$ cat config.mk
export PLATFORM = sky130hd
export DESIGN_NAME = serial_addsub_flat
export DESIGN_NICKNAME = d
export VERILOG_FILES = /design/src/rtl/serial_addsub_if.sv /design/src/rtl/serial_addsub.sv /design/src/flat_wrapper.sv
export SDC_FILE = /design/constraint.sdc
export NUM_CORES = 1
export LEC_CHECK = 0
export BUFFER_PORTS_ARGS = -buffer_cell sky130_fd_sc_hd__buf_2
export CAP_MARGIN = 25
export CORE_AREA = 2 2 82 84
export DETAILED_ROUTE_END_ITERATION = 7
export DIE_AREA = 0 0 84 86
export SLEW_MARGIN = 0
export SYNTH_ARGS = -nofsm -noshare
export SYNTH_HDL_FRONTEND = slang
export SYNTH_SLANG_ARGS = --single-unit
$ cat constraint.sdc
create_clock -name clk -period 1.6 [get_ports clk]
set_clock_uncertainty 0.2 [all_clocks]
set_input_delay 0.24 -clock clk [delete_from_list [all_inputs] [get_ports clk]]
set_output_delay 0.24 -clock clk [all_outputs]
set_load 0.1 [all_outputs]
$ cat src/rtl/serial_addsub_if.sv
`default_nettype none
// ============================================================================
//  Module   : serial_addsub_if
//  Brief    : Operand/result handshake bundle for the bit-serial add/subtract unit
//  Revision : 1.0
// ============================================================================
interface serial_addsub_if #(
    parameter int WIDTH = 8
);
    logic             in_valid;
    logic             in_ready;
    logic             op;
    logic [WIDTH-1:0] a_in;
    logic [WIDTH-1:0] b_in;
    logic             out_valid;
    logic             out_ready;
    logic [WIDTH-1:0] result;
    logic             cout;
    logic             ovf;

    modport master (
        output in_valid,
        output op,
        output a_in,
        output b_in,
        output out_ready,
        input  in_ready,
        input  out_valid,
        input  result,
        input  cout,
        input  ovf
    );

    modport slave (
        input  in_valid,
        input  op,
        input  a_in,
        input  b_in,
        input  out_ready,
        output in_ready,
        output out_valid,
        output result,
        output cout,
        output ovf
    );
endinterface
`default_nettype wire

$ cat src/rtl/serial_addsub.sv
`default_nettype none
// ============================================================================
//  Module   : serial_addsub
//  Brief    : Bit-serial (LSB first) adder/subtractor with valid/ready handshake
//  Revision : 1.0
// ============================================================================
module serial_addsub #(
    parameter int WIDTH = 8
) (
    input  wire logic         clk,
    input  wire logic         rst,
    serial_addsub_if.slave    bus
);

    localparam int CNT_W = (WIDTH > 2) ? $clog2(WIDTH) : 1;
    localparam logic [CNT_W-1:0] C_LAST = CNT_W'(WIDTH - 1);

    typedef enum logic [1:0] {
        S_IDLE = 2'd0,
        S_RUN  = 2'd1,
        S_DONE = 2'd2
    } state_t;

    state_t           r_state;
    state_t           w_next_state;

    logic [WIDTH-1:0] r_a;
    logic [WIDTH-1:0] r_b;
    logic             r_op;
    logic             r_carry;
    logic [CNT_W-1:0] r_cnt;
    logic [WIDTH-1:0] r_result;
    logic             r_cout;
    logic             r_ovf;

    logic             w_x;
    logic             w_y;
    logic             w_sum;
    logic             w_carry_out;
    logic             w_ovf;
    logic             w_last;
    logic             w_accept;

    // ------------------------------------------------------------------------
    // One-bit arithmetic cell; the same XOR sum serves both add and subtract
    // ------------------------------------------------------------------------
    always_comb begin
        w_x         = r_a[0];
        w_y         = r_b[0];
        w_sum       = w_x ^ w_y ^ r_carry;
        w_carry_out = 1'b0;
        w_ovf       = 1'b0;
        if (r_op) begin
            w_carry_out = (~w_x & w_y) | (~(w_x ^ w_y) & r_carry);
            // Signed overflow on subtract: operand signs differ and result sign flips
            w_ovf       = (w_x ^ w_y) & (w_sum ^ w_x);
        end else begin
            w_carry_out = (w_x & w_y) | (w_y & r_carry) | (w_x & r_carry);
            w_ovf       = r_carry ^ w_carry_out;
        end
    end

    assign w_last   = (r_cnt == C_LAST);
    assign w_accept = (r_state == S_IDLE) && bus.in_valid;

    // ------------------------------------------------------------------------
    // State machine
    // ------------------------------------------------------------------------
    always_ff @(posedge clk) begin
        if (rst) begin
            r_state <= S_IDLE;
        end else begin
            r_state <= w_next_state;
        end
    end

    always_comb begin
        w_next_state = r_state;
        case (r_state)
            S_IDLE: begin
                if (bus.in_valid) begin
                    w_next_state = S_RUN;
                end
            end
            S_RUN: begin
                if (w_last) begin
                    w_next_state = S_DONE;
                end
            end
            S_DONE: begin
                if (bus.out_ready) begin
                    w_next_state = S_IDLE;
                end
            end
            default: begin
                w_next_state = S_IDLE;
            end
        endcase
    end

    // ------------------------------------------------------------------------
    // Datapath
    // ------------------------------------------------------------------------
    always_ff @(posedge clk) begin
        if (rst) begin
            r_a      <= '0;
            r_b      <= '0;
            r_op     <= 1'b0;
            r_carry  <= 1'b0;
            r_cnt    <= '0;
            r_result <= '0;
            r_cout   <= 1'b0;
            r_ovf    <= 1'b0;
        end else if (w_accept) begin
            r_a     <= bus.a_in;
            r_b     <= bus.b_in;
            r_op    <= bus.op;
            r_carry <= 1'b0;
            r_cnt   <= '0;
        end else if (r_state == S_RUN) begin
            r_a      <= {1'b0, r_a[WIDTH-1:1]};
            r_b      <= {1'b0, r_b[WIDTH-1:1]};
            r_carry  <= w_carry_out;
            // New bit enters at the MSB end so bit i lands at position i after WIDTH shifts
            r_result <= {w_sum, r_result[WIDTH-1:1]};
            if (w_last) begin
                r_cout <= w_carry_out;
                r_ovf  <= w_ovf;
            end else begin
                r_cnt  <= r_cnt + CNT_W'(1);
            end
        end
    end

    assign bus.in_ready  = (r_state == S_IDLE);
    assign bus.out_valid = (r_state == S_DONE);
    assign bus.result    = r_result;
    assign bus.cout      = r_cout;
    assign bus.ovf       = r_ovf;

endmodule
`default_nettype wire

$ cat src/flat_wrapper.sv
// flat-port wrapper written by rule: the top's interface ports become plain ports
module serial_addsub_flat 
#(
    parameter int WIDTH = 8
)
  (clk, rst, bus_in_valid, bus_op, bus_a_in, bus_b_in, bus_out_ready, bus_in_ready, bus_out_valid, bus_result, bus_cout, bus_ovf);
  serial_addsub_if #(.WIDTH(WIDTH)) bus_i ();
  input  wire logic clk;
  input  wire logic rst;
  input wire logic [$bits(bus_i.in_valid)-1:0] bus_in_valid;
  input wire logic [$bits(bus_i.op)-1:0] bus_op;
  input wire logic [$bits(bus_i.a_in)-1:0] bus_a_in;
  input wire logic [$bits(bus_i.b_in)-1:0] bus_b_in;
  input wire logic [$bits(bus_i.out_ready)-1:0] bus_out_ready;
  output wire logic [$bits(bus_i.in_ready)-1:0] bus_in_ready;
  output wire logic [$bits(bus_i.out_valid)-1:0] bus_out_valid;
  output wire logic [$bits(bus_i.result)-1:0] bus_result;
  output wire logic [$bits(bus_i.cout)-1:0] bus_cout;
  output wire logic [$bits(bus_i.ovf)-1:0] bus_ovf;
  assign bus_i.in_valid = bus_in_valid;
  assign bus_i.op = bus_op;
  assign bus_i.a_in = bus_a_in;
  assign bus_i.b_in = bus_b_in;
  assign bus_i.out_ready = bus_out_ready;
  assign bus_in_ready = bus_i.in_ready;
  assign bus_out_valid = bus_i.out_valid;
  assign bus_result = bus_i.result;
  assign bus_cout = bus_i.cout;
  assign bus_ovf = bus_i.ovf;
  serial_addsub #(.WIDTH(WIDTH)) u_core (.clk(clk), .rst(rst), .bus(bus_i));
endmodule
Yosys cells after proc, flatten, opt, wreduce, memory -nomap -nowiden --
Cells that the tools add are included.
Operators by class: order comparisons 0, bitwise operators 17, add/subtract/negate cells 1, multipliers 0, equal/unequal tests 6, shifts and indexed selects 0, divide/modulo/power cells 0, reductions and logical operators 8, mux-type cells 10
Operators with widths (count):
- 8-bit two-way mux | 4
- 1-bit bitwise AND | 6
- 2-bit two-way mux | 3
- 2-bit case mux with 3 select lines | 1
- 3-bit AND reduction | 2
- 2-bit inequality test (second input constant) | 2
- 1-bit NOT | 4
- 2-bit AND reduction | 2
- 1-bit bitwise XOR | 4
- 3-bit by 1-bit adder with 3-bit output (second input constant) | 1
- 3-bit == test (second input constant) | 1
- 1-bit OR | 3
- 2-bit by 1-bit == test with 1-bit output (second input constant) | 1
- 2-bit == test (second input constant) | 1
- 2-bit logical NOT | 1
- 1-bit two-way mux | 2
- 2-bit by 1-bit inequality test with 1-bit output (second input constant) | 1
- 2-bit nonzero test | 1
- 2-bit OR reduction | 1
- 1-bit logical AND | 1
Word-level totals: bits in read-only memories 0, memory bits (writable) 0, register bits after elaboration 33, bits in latches 0, memories 0, word-level logic and storage cells 51, bits of input ports 21

Depth between registers and ports, before layout --
Gate-level depths: netlist of run 1.
depth in word-level cells 5, depth in mapped cells 6, depth with buffers taken out 5

Worst setup path before layout of run 1 --
OpenSTA, ideal clock, no wires.
path kind reg-to-reg, from register u_core.r_state[1], to register u_core.r_state[1], path buffers 1, clock period less this slack 2.453 ns, arrival time 2.182 ns, slack -0.853 ns, data required time 1.329 ns, stages on the path, launching flop included 5, path through dfxtp_1 buf_6 nor2b_1 a22oi_1 nor2_1
Between the ends: longest elaborated chain between the ends 3, elaborated cells between the ends (all ways) 8, classes of those cells 5 x eq/ne; 1 x mux; 2 x reduce/logical
RTL lines:
- from (decl) | RTL line serial_addsub.sv:24 | state_t r_state;
- from (signal assigned) | RTL line serial_addsub.sv:73 | r_state <= w_next_state;
- 2-bit == test (*)
- named net bus_out_valid | RTL line flat_wrapper.sv:16 | output wire logic [$bits(bus_i.out_valid)-1:0] bus_out_valid;
- 2-bit inequality test (no source line)
- 3-bit AND reduction (no source line)
Mark *: on every way through the listed nets, which the timed path passes. The rest lies on a longest branch. A chain may end at the register's enable or synchronous reset.

Worst setup path after layout of run 1 --
from register u_core.r_carry, to register u_core.r_ovf, in the netlist u_core.bus.ovf
Between the ends: longest elaborated chain between the ends 5, elaborated cells between the ends (all ways) 9, classes of those cells 1 x mux; 8 x bitwise
RTL lines:
- from (decl) | RTL line serial_addsub.sv:30 | logic r_carry;
- from (signal assigned) | RTL line serial_addsub.sv:123 | r_carry <= w_carry_out;
- 1-bit bitwise AND | RTL line serial_addsub.sv:58 | w_carry_out = (w_x & w_y) | (w_y & r_carry) | (w_x & r_carry);
- 1-bit OR (2 in a row) | RTL line serial_addsub.sv:58
- 1-bit bitwise XOR | RTL line serial_addsub.sv:59 | w_ovf = r_carry ^ w_carry_out;
- 1-bit two-way mux (*) | RTL line serial_addsub.sv:53 | if (r_op) begin
- to (signal assigned) | RTL line serial_addsub.sv:128 | r_ovf <= w_ovf;
- to (decl) | RTL line serial_addsub.sv:34 | logic r_ovf;
Every way passes the cells marked *; elsewhere a longest branch is shown, timed or not.

==> results.sh, run 1 <==
export IMPL_synth_area_leaders="sky130_fd_sc_hd__dfxtp_1, sky130_fd_sc_hd__a311oi_2, sky130_fd_sc_hd__nand2_1, sky130_fd_sc_hd__nor2_1, sky130_fd_sc_hd__a21oi_1"
export IMPL_ctsHtreeMaxLevel=2
export IMPL_dp_final_hpwl_um=2680
export IMPL_avgSynthCellArea_um2=9.10
export IMPL_first_pass_iters=4
export IMPL_p_leak_uw=0.000836
export IMPL_start_util_pct=24.8
export IMPL_clock_tree_from_tritoncts="built"
export IMPL_netlist_cell_type_count=29
export IMPL_power_report_internal_total_uw=1550
export IMPL_syn_cell_area_um2=1560
export IMPL_period_minus_slack_ns=1.63
export IMPL_place_detailed_instances=284
export IMPL_power_share_sequential_pct=43.2
export IMPL_cap_viol_max_count=0
export IMPL_critical_path_startpoint_type="flop"
export IMPL_total_switching_power_uw=548
export IMPL_critical_path_max_stage_delay_ns=0.57
export IMPL_synth_warnings=0
export IMPL_drt_drc_violations_left=0
export IMPL_drt_vias_per_instance=4.47
export IMPL_max_freq_mhz=613
export IMPL_met3_length_um=183
export IMPL_cp_data_required_time_ns=1.60
export IMPL_clockRootBuffer="sky130_fd_sc_hd__clkbuf_8"
export IMPL_first_global_vias=1276
export IMPL_layout_core_utilization_pct=33.8
export IMPL_final_cell_mix="sky130_fd_sc_hd__nand2_1, sky130_fd_sc_hd__buf_2, sky130_fd_sc_hd__dfxtp_1"
export IMPL_dieArea_um2=7220
export IMPL_maximum_number_of_pins_on_one_net_before_global_route_repair=26
export IMPL_highest_signal_layer="met4"
export IMPL_slew_headroom_pct=67.5
export IMPL_timing_setup_critical_path_class="flop to flop"
export IMPL_grt_remaining_overflow=0
export IMPL_comb_power_share_pct=18.3
export IMPL_seqCellArea_um2=674
export IMPL_setup_repair_after_global_routing_missed_its_margin="true"
export IMPL_wl_met1_um=1890
export IMPL_multiInputGateArea_um2=838
export IMPL_worst_hold_slack_ns=0.0106
export IMPL_final_setup_viol_count=1
export IMPL_max_slew_violation_total_from_the_final_report=0
export IMPL_clock_tree_buffer_depth=2
export IMPL_portBuffers=32
export IMPL_finalInstanceArea_um2=2120
export IMPL_tritoncts_num_buffers=5
export IMPL_design_final_nets=244
export IMPL_synth_async_sr_flop_share_pct=0
export IMPL_status="finished, violations left"
export IMPL_postPlaceCellArea_um2=1920
export IMPL_top_level_ports=33
export IMPL_tritoncts_sinks=33
export IMPL_hold_violation_count_in_the_final_report=0
export IMPL_antenna_found_initial=0
export IMPL_number_of_diodes_added_for_antenna_fixing=0
export IMPL_finalCritPeriodShare_pct=102
export IMPL_placementRows=29
export IMPL_post_route_cells_drive_above_1_share_pct=40.2
export IMPL_cts_reportedPaths_clkPinSlew_ns=0.07
export IMPL_worstSkewPairLatency_ns=0.28
export IMPL_postSynthNetCount=197
export IMPL_drt_total_wl_um=3750
export IMPL_synth_largest_area_cell="sky130_fd_sc_hd__dfxtp_1"
export IMPL_synth_flop_cell="sky130_fd_sc_hd__dfxtp_1"
export IMPL_power_dens_cells_nw_per_um2=989
export IMPL_synth_edff_count=0
export IMPL_synth_seq_area_share_pct=42.4
export IMPL_gr_usage_all_layers_pct=10.7
export IMPL_critical_path_peak_fanout=3
export IMPL_wire_length_of_the_first_global_routing_pass_um=6170
export IMPL_vdd_drop_max_v=0.000407
export IMPL_synthCells=171
export IMPL_layout_cells_most_common="sky130_fd_sc_hd__nand2_1"
export IMPL_detailroute_wirelength_met2_um=1620
export IMPL_instances_no_fill=296
export IMPL_arrival_ns=1.63
export IMPL_route_vias_total=1323
export IMPL_setup_tns_ns=-0.0320
export IMPL_fillerInstances=657
export IMPL_worst_slew_pin_slew_ns=0.491
export IMPL_ys_seq_elements=33
export IMPL_synthToLayoutAreaGrowth_pct=36.3
export IMPL_drt_initial_drc_count=49
export IMPL_power_frac_clock_pct=38.5
export IMPL_failed_checks="setup timing"
export IMPL_worst_path_max_delay_cell="sky130_fd_sc_hd__fa_1"
export IMPL_critPathCaptureType="flop"
export IMPL_wl_per_cell_um=12.7
export IMPL_swShare_pct=26.1
export IMPL_drtAntennaViolNets=0
export IMPL_gpl_final_weighted_congestion=0.757
export IMPL_fp_dieW_um=84
export IMPL_critical_path_cell_list="fa_1, xnor2_1, a2bb2oi_1, a311oi_1"
export IMPL_min_path_type="primary input to flop"
export IMPL_die_height_um=86
export IMPL_placeableCoreArea_um2=6280
export IMPL_setup_ws_ns=-0.0320
export IMPL_synth_top_cell_area_share_pct=42.4
==> metal layers <==
metal  GRT usage [%]  vias to the layer above
met1            15.0                      602
met5               0                        -
met3            3.27                        6
met2            15.6                       32
met4            3.96                        0
li1                -                      683
==> per-stage QoR <==
stage,worst slack (ns),total power [uW]
floorplan,-0.0195,1180
global placement,-0.0362,1290
detailed placement,-0.0533,1290
CTS,-0.0462,2110
global route,-0.0945,2210
finish,-0.0320,2100
==> power by group through the flow <==
stage	logic [uW]	registers [uW]	clock network, uW
2_1_floorplan	235	941	0
3_3_place_gp	368	921	0
4_1_cts	381	905	828
3_5_place_dp	372	922	0
5_1_grt	418	913	881
6_report	385	906	808
==> cells in the mapped netlist, types with 3 or more instances <==
| cell | count |
|---|---|
| sky130_fd_sc_hd__a211oi_1 | 4 |
| sky130_fd_sc_hd__a21oi_1 | 12 |
| sky130_fd_sc_hd__a311oi_2 | 11 |
| sky130_fd_sc_hd__buf_6 | 3 |
| sky130_fd_sc_hd__clkbuf_1 | 6 |
| sky130_fd_sc_hd__dfxtp_1 | 33 |
| sky130_fd_sc_hd__ha_1 | 3 |
| sky130_fd_sc_hd__inv_1 | 4 |
| sky130_fd_sc_hd__mux2i_1 | 3 |
| sky130_fd_sc_hd__nand2_1 | 40 |
| sky130_fd_sc_hd__nor2_1 | 20 |
| sky130_fd_sc_hd__nor3_1 | 3 |
| sky130_fd_sc_hd__o22ai_1 | 3 |
| sky130_fd_sc_hd__xnor2_1 | 3 |
==> repair_timing <==
item                       CTS  global route
resized for setup            8             9
setup buffers                1             1
pin swaps                    1             4
hold endpoints to repair     1             0
gates cloned                 0             1
setup endpoints to repair    4             6
hold buffers                 1             0
==> final timing paths <==
| check | startpoint | endpoint | slack, ns | depth (start not counted) |
|---|---|---|---|---|
| worst min-delay path | bus_b_in[7] | u_core.r_b[7] | 0.01 | 3 |
| worst max register to register | u_core.r_carry | u_core.bus.ovf | -0.03 | 4 |
| worst max-delay path | u_core.r_carry | u_core.bus.ovf | -0.03 | 4 |
| worst min register to register | u_core.bus.result[0] | u_core.bus.result[0] | 0.25 | 2 |
==> area by class of cell <==
| type | instances | share of cell area [%] |
|---|---|---|
| multi-input cells | 121 | 39.5 |
| flip-flops and latches | 33 | 31.8 |
| repair buffers | 53 | 17.9 |
| well taps | 77 | 4.54 |
| clock buffers | 7 | 4.07 |
| clock inverters | 1 | 1.42 |
| inverters | 4 | 0.825 |
==> sequential cells by signal, indices dropped and copies added, names as in the netlist <==
| signal | flops |
|---|---|
| u_core.bus.result | 8 |
| u_core.r_a | 8 |
| u_core.r_b | 8 |
| u_core.r_cnt | 3 |
| u_core.r_state | 2 |
| u_core.bus.cout | 1 |
| u_core.bus.ovf | 1 |
| u_core.r_carry | 1 |
| u_core.r_op | 1 |
==> kinds of logic after synthesis <==
| group | count (synthesis) | share of synthesized area (%) |
|---|---|---|
| adder cells (fa/ha/maj) | 5 | 4.98 |
| XOR/XNOR | 3 | 1.69 |
| AO/OA/AOI/OAI | 36 | 21.0 |
| buffers and inverters | 18 | 7.48 |
| AND/OR/NAND/NOR | 73 | 20.5 |
| flip-flops | 33 | 42.4 |
| multiplexers | 3 | 1.93 |
==> critical path, delay by kind of cell, from the launching register on <==
| kind | cells | cell delay [ns] |
|---|---|---|
| AO/OA/AOI/OAI | 2 | 0.31 |
| XOR/XNOR | 1 | 0.12 |
| flip-flops | 1 | 0.35 |
| adder cells (fa/ha/maj) | 1 | 0.57 |
(Power assumes the default switching activity.)
==> inputs of run 2 (changes only) <==
- SKIP_CTS_REPAIR_TIMING: not set -> 1
==> results.sh, run 2 (synthesized netlist as in run 1, its figures left out) <==
export IMPL_top_level_ports=33
export IMPL_number_of_diodes_added_for_antenna_fixing=0
export IMPL_placeableCoreArea_um2=6280
export IMPL_vdd_drop_max_v=0.000407
export IMPL_period_minus_slack_ns=1.66
export IMPL_synthToLayoutAreaGrowth_pct=35.3
export IMPL_post_route_cells_drive_above_1_share_pct=39.0
export IMPL_worst_slew_pin_slew_ns=0.491
export IMPL_tritoncts_sinks=33
export IMPL_worstSkewPairLatency_ns=0.28
export IMPL_gpl_final_weighted_congestion=0.757
export IMPL_fp_dieW_um=84
export IMPL_ctsHtreeMaxLevel=2
export IMPL_placementRows=29
export IMPL_tritoncts_num_buffers=5
export IMPL_die_height_um=86
export IMPL_hold_violation_count_in_the_final_report=0
export IMPL_rrSetupSlack_ns=-0.06
export IMPL_start_util_pct=24.8
export IMPL_gr_usage_all_layers_pct=10.7
export IMPL_grt_remaining_overflow=0
export IMPL_critical_path_startpoint_type="flop"
export IMPL_critical_path_peak_fanout=4
export IMPL_min_path_type="primary input to flop"
export IMPL_slew_headroom_pct=67.5
export IMPL_cap_viol_max_count=0
export IMPL_timing_setup_critical_path_class="flop to flop"
export IMPL_drt_total_wl_um=3780
export IMPL_first_global_vias=1245
export IMPL_cp_data_required_time_ns=1.60
export IMPL_failed_checks="setup timing"
export IMPL_design_final_nets=243
export IMPL_drt_initial_drc_count=68
export IMPL_instances_no_fill=295
export IMPL_p_leak_uw=0.000829
export IMPL_first_pass_iters=4
export IMPL_drt_drc_violations_left=0
export IMPL_final_cell_mix="sky130_fd_sc_hd__nand2_1, sky130_fd_sc_hd__buf_2, sky130_fd_sc_hd__dfxtp_1"
export IMPL_finalCritPeriodShare_pct=104
export IMPL_antenna_found_initial=0
export IMPL_drtAntennaViolNets=0
export IMPL_setup_repair_after_global_routing_missed_its_margin="true"
export IMPL_clockRootBuffer="sky130_fd_sc_hd__clkbuf_8"
export IMPL_worst_hold_slack_ns=0.0107
export IMPL_status="finished, violations left"
export IMPL_final_setup_viol_count=2
export IMPL_layout_core_utilization_pct=33.5
export IMPL_setup_ws_ns=-0.0561
export IMPL_wire_length_of_the_first_global_routing_pass_um=6110
export IMPL_maximum_number_of_pins_on_one_net_before_global_route_repair=26
export IMPL_cts_reportedPaths_clkPinSlew_ns=0.07
export IMPL_setup_tns_ns=-0.0910
export IMPL_max_freq_mhz=604
export IMPL_dieArea_um2=7220
export IMPL_arrival_ns=1.65
export IMPL_dp_final_hpwl_um=2680
export IMPL_critPathCaptureType="flop"
export IMPL_wl_per_cell_um=12.8
export IMPL_power_dens_cells_nw_per_um2=998
export IMPL_place_detailed_instances=284
export IMPL_portBuffers=32
export IMPL_route_vias_total=1322
export IMPL_max_slew_violation_total_from_the_final_report=0
export IMPL_clock_tree_from_tritoncts="built"
export IMPL_drt_vias_per_instance=4.48
export IMPL_layout_cells_most_common="sky130_fd_sc_hd__nand2_1"
export IMPL_clock_tree_buffer_depth=2
==> run 2: changes by cell type in the layout (fill, tap and decap cells not counted), sizes merged <==
cell / change
buf: -1
==> run 2: where the power goes <==
| part | internal, uW | switching, uW | leakage, uW |
|---|---|---|---|
| registers | 870 | 37.2 | 0.000273 |
| clock network | 508 | 302 | 0.0000585 |
| logic | 174 | 211 | 0.000497 |
| total | 1550 | 550 | 0.000829 |
==> run 2: path summary, 6_finish.rpt <==
path / cells after the start / endpoint / startpoint
worst max-delay path: 5 / u_core.bus.ovf / u_core.r_a[0]
worst min-delay path: 3 / u_core.r_b[7] / bus_b_in[7]
worst max register to register: 5 / u_core.bus.ovf / u_core.r_a[0]
worst min register to register: 2 / u_core.bus.result[0] / u_core.bus.result[0]
==> run 2: critical path, cell delays in order, from the launching register on <==
cell and delay [ns]:
sky130_fd_sc_hd__dfxtp_4 0.38, sky130_fd_sc_hd__inv_4 0.04, sky130_fd_sc_hd__fa_1 0.53, sky130_fd_sc_hd__xnor2_1 0.12
sky130_fd_sc_hd__a2bb2oi_1 0.08, sky130_fd_sc_hd__a311oi_1 0.23
==> run 2: layout make-up <==
cell class	count	area (um^2)
inverter	4	17.5
fill	665	4170
multi-input combinational	121	838
sequential	33	669
clock buffer	7	86.3
timing repair buffer	52	368
tap	77	96.3
clock inverter	1	30.0
==> run 2: routing by layer <==
layer / track usage [%] / vias to the layer above / share of wire, %
li1: - / 682 / -
met1: 14.8 / 604 / 50
met2: 15.5 / 30 / 44
met3: 3.27 / 6 / 4.8
met4: 3.96 / 0 / 1.3
met5: 0 / - / 0
==> run 2: metrics by stage <==
stage / cell area [um^2] / total power, uW / worst slack (ns)
after floorplan: 1580 / 1180 / -0.0195
after global placement: 1920 / 1290 / -0.0362
after detailed placement: 1920 / 1290 / -0.0533
after CTS: 2040 / 2110 / -0.0763
after global routing: 2110 / 2210 / -0.115
final: 2110 / 2100 / -0.0561
==> inputs of run 3 (changes only) <==
- REMOVE_ABC_BUFFERS: not set -> 1
==> results.sh, run 3 (synthesized netlist as in run 1, its figures left out) <==
export IMPL_status="finished, violations left"
export IMPL_failed_checks="hold timing, setup timing"
export IMPL_min_delay_start="bus_op"
export IMPL_setup_repair_after_global_routing_missed_its_margin="true"
export IMPL_path_delay_family="adder cells"
export IMPL_worst_path_max_delay_cell="sky130_fd_sc_hd__fa_1"
export IMPL_hold_violation_count_in_the_final_report=1
export IMPL_ctsHtreeMaxLevel=2
export IMPL_hold_end="u_core.r_op"
export IMPL_antenna_found_initial=0
export IMPL_layout_cells_most_common="sky130_fd_sc_hd__nand2_1"
export IMPL_fillerInstances=671
export IMPL_fp_dieW_um=84
export IMPL_critical_path_startpoint_type="flop"
export IMPL_maximum_number_of_pins_on_one_net_before_global_route_repair=26
export IMPL_gr_usage_all_layers_pct=9.97
export IMPL_placementRows=29
export IMPL_reg2reg_depth=4
export IMPL_drt_initial_drc_count=69
export IMPL_drtAntennaViolNets=0
export IMPL_synthToLayoutAreaGrowth_pct=30.3
export IMPL_clockRootBuffer="sky130_fd_sc_hd__clkbuf_8"
export IMPL_setup_tns_ns=-0.00168
export IMPL_critPathCaptureType="flop"
export IMPL_finalCritPeriodShare_pct=100
export IMPL_worst_hold_slack_ns=-0.00477
export IMPL_first_pass_iters=4
export IMPL_post_route_cells_drive_above_1_share_pct=36.9
export IMPL_cp_startpoint="u_core.r_carry"
export IMPL_drt_total_wl_um=3410
export IMPL_critical_path_buf_inv_count=0
export IMPL_die_height_um=86
export IMPL_cts_reportedPaths_clkPinSlew_ns=0.07
export IMPL_first_global_vias=1247
export IMPL_final_setup_viol_count=1
export IMPL_cp_data_required_time_ns=1.59
export IMPL_start_util_pct=24.8
export IMPL_vdd_drop_max_v=0.000451
export IMPL_r2r_end="u_core.bus.ovf"
export IMPL_design_final_nets=239
export IMPL_final_cell_mix="sky130_fd_sc_hd__nand2_1, sky130_fd_sc_hd__buf_2, sky130_fd_sc_hd__dfxtp_1"
export IMPL_drt_drc_violations_left=0
export IMPL_arrival_ns=1.59
export IMPL_cell_count_of_the_worst_hold_path=3
export IMPL_critical_path_max_stage_delay_ns=0.57
export IMPL_wl_per_cell_um=11.7
export IMPL_rrSetupSlack_ns=-0.002
export IMPL_route_vias_total=1319
export IMPL_tritoncts_sinks=33
export IMPL_max_slew_violation_total_from_the_final_report=0
export IMPL_grt_remaining_overflow=0
export IMPL_placeableCoreArea_um2=6280
export IMPL_report_power_total_uw=1860
export IMPL_cap_viol_max_count=0
export IMPL_top_level_ports=33
export IMPL_clock_tree_buffer_depth=2
export IMPL_reg2reg_from="u_core.r_carry"
export IMPL_tritoncts_num_buffers=5
export IMPL_clock_tree_from_tritoncts="built"
export IMPL_slew_headroom_pct=67.3
export IMPL_drt_vias_per_instance=4.53
export IMPL_p_leak_uw=0.000800
export IMPL_dieArea_um2=7220
export IMPL_gpl_final_weighted_congestion=0.737
export IMPL_power_dens_cells_nw_per_um2=918
export IMPL_portBuffers=32
export IMPL_worst_slew_pin_slew_ns=0.494
export IMPL_wire_length_of_the_first_global_routing_pass_um=5660
export IMPL_dp_final_hpwl_um=2460
export IMPL_worst_path_stages=4
export IMPL_setup_ws_ns=-0.00168
export IMPL_period_minus_slack_ns=1.60
export IMPL_number_of_diodes_added_for_antenna_fixing=0
export IMPL_critical_path_cell_list="fa_1, xnor2_1, a2bb2oi_1, a311oi_1"
export IMPL_worstSkewPairLatency_ns=0.28
export IMPL_min_path_type="primary input to flop"
export IMPL_max_freq_mhz=624
export IMPL_timing_setup_critical_path_class="flop to flop"
export IMPL_critical_path_peak_fanout=3
## run 3: cell count changes in the layout (fill, tap and decap cells not counted), moves of 2 or more
| cell | previous run | this run |
|---|---|---|
| sky130_fd_sc_hd__clkinv_2 | 0 | 2 |
| sky130_fd_sc_hd__ha_2 | 0 | 2 |
| sky130_fd_sc_hd__ha_4 | 2 | 0 |
| sky130_fd_sc_hd__buf_4 | 17 | 11 |
## run 3: cell type report
type | instances | area, um^2 | share of cell area, %
clock buffer | 6 | 72.6 | 3.58
clock inverter | 2 | 10.0 | 0.494
inverter | 4 | 15.0 | 0.740
multi-input combinational | 120 | 800 | 39.4
sequential | 33 | 671 | 33.1
tap | 77 | 96.3 | 4.75
timing repair buffer | 49 | 364 | 18.0
## run 3: stage by stage
stage	worst slack (ns)	util (%)	std cells	hold slack [ns]	cell area [um^2]
4_1_cts	-0.222	31.5	289	-0.0184	1970
5_1_grt	-0.127	32.3	291	0.00805	2030
2_1_floorplan	-0.886	-	157	0.108	1460
6_report	-0.00168	32.3	291	-0.00477	2030
3_3_place_gp	-0.0283	30.1	281	0.240	1890
3_5_place_dp	-0.0676	30.1	281	0.258	1890
## run 3: metal layers
metal	share of wire [%]	GRT usage, %
met2	45	15.1
met4	1.3	5.28
met3	4.6	3.08
met5	0	0
met1	49	12.7
## run 3: worst max path at each step
| stage | end | slack [ns] |
|---|---|---|
| finish | u_core.bus.ovf | -0.002 |
| global route | u_core.bus.ovf | -0.13 |
| CTS | bus_out_valid | -0.22 |
| detailed placement | u_core.bus.ovf | -0.07 |
| global placement | u_core.bus.ovf | -0.03 |
| floorplan | u_core.r_state[1] | -0.89 |
## run 3: worst min-delay path, stage by stage
cell and delay, ns:
sky130_fd_sc_hd__buf_2 0.10, sky130_fd_sc_hd__nand2_1 0.04, sky130_fd_sc_hd__a21oi_1 0.05
## run 3: report_power, final
group	switching (uW)	total [uW]	leakage (uW)	internal (uW)
Clock	293	594	0.0000450	301
Sequential	30.7	900	0.000273	870
Combinational	205	367	0.000482	162
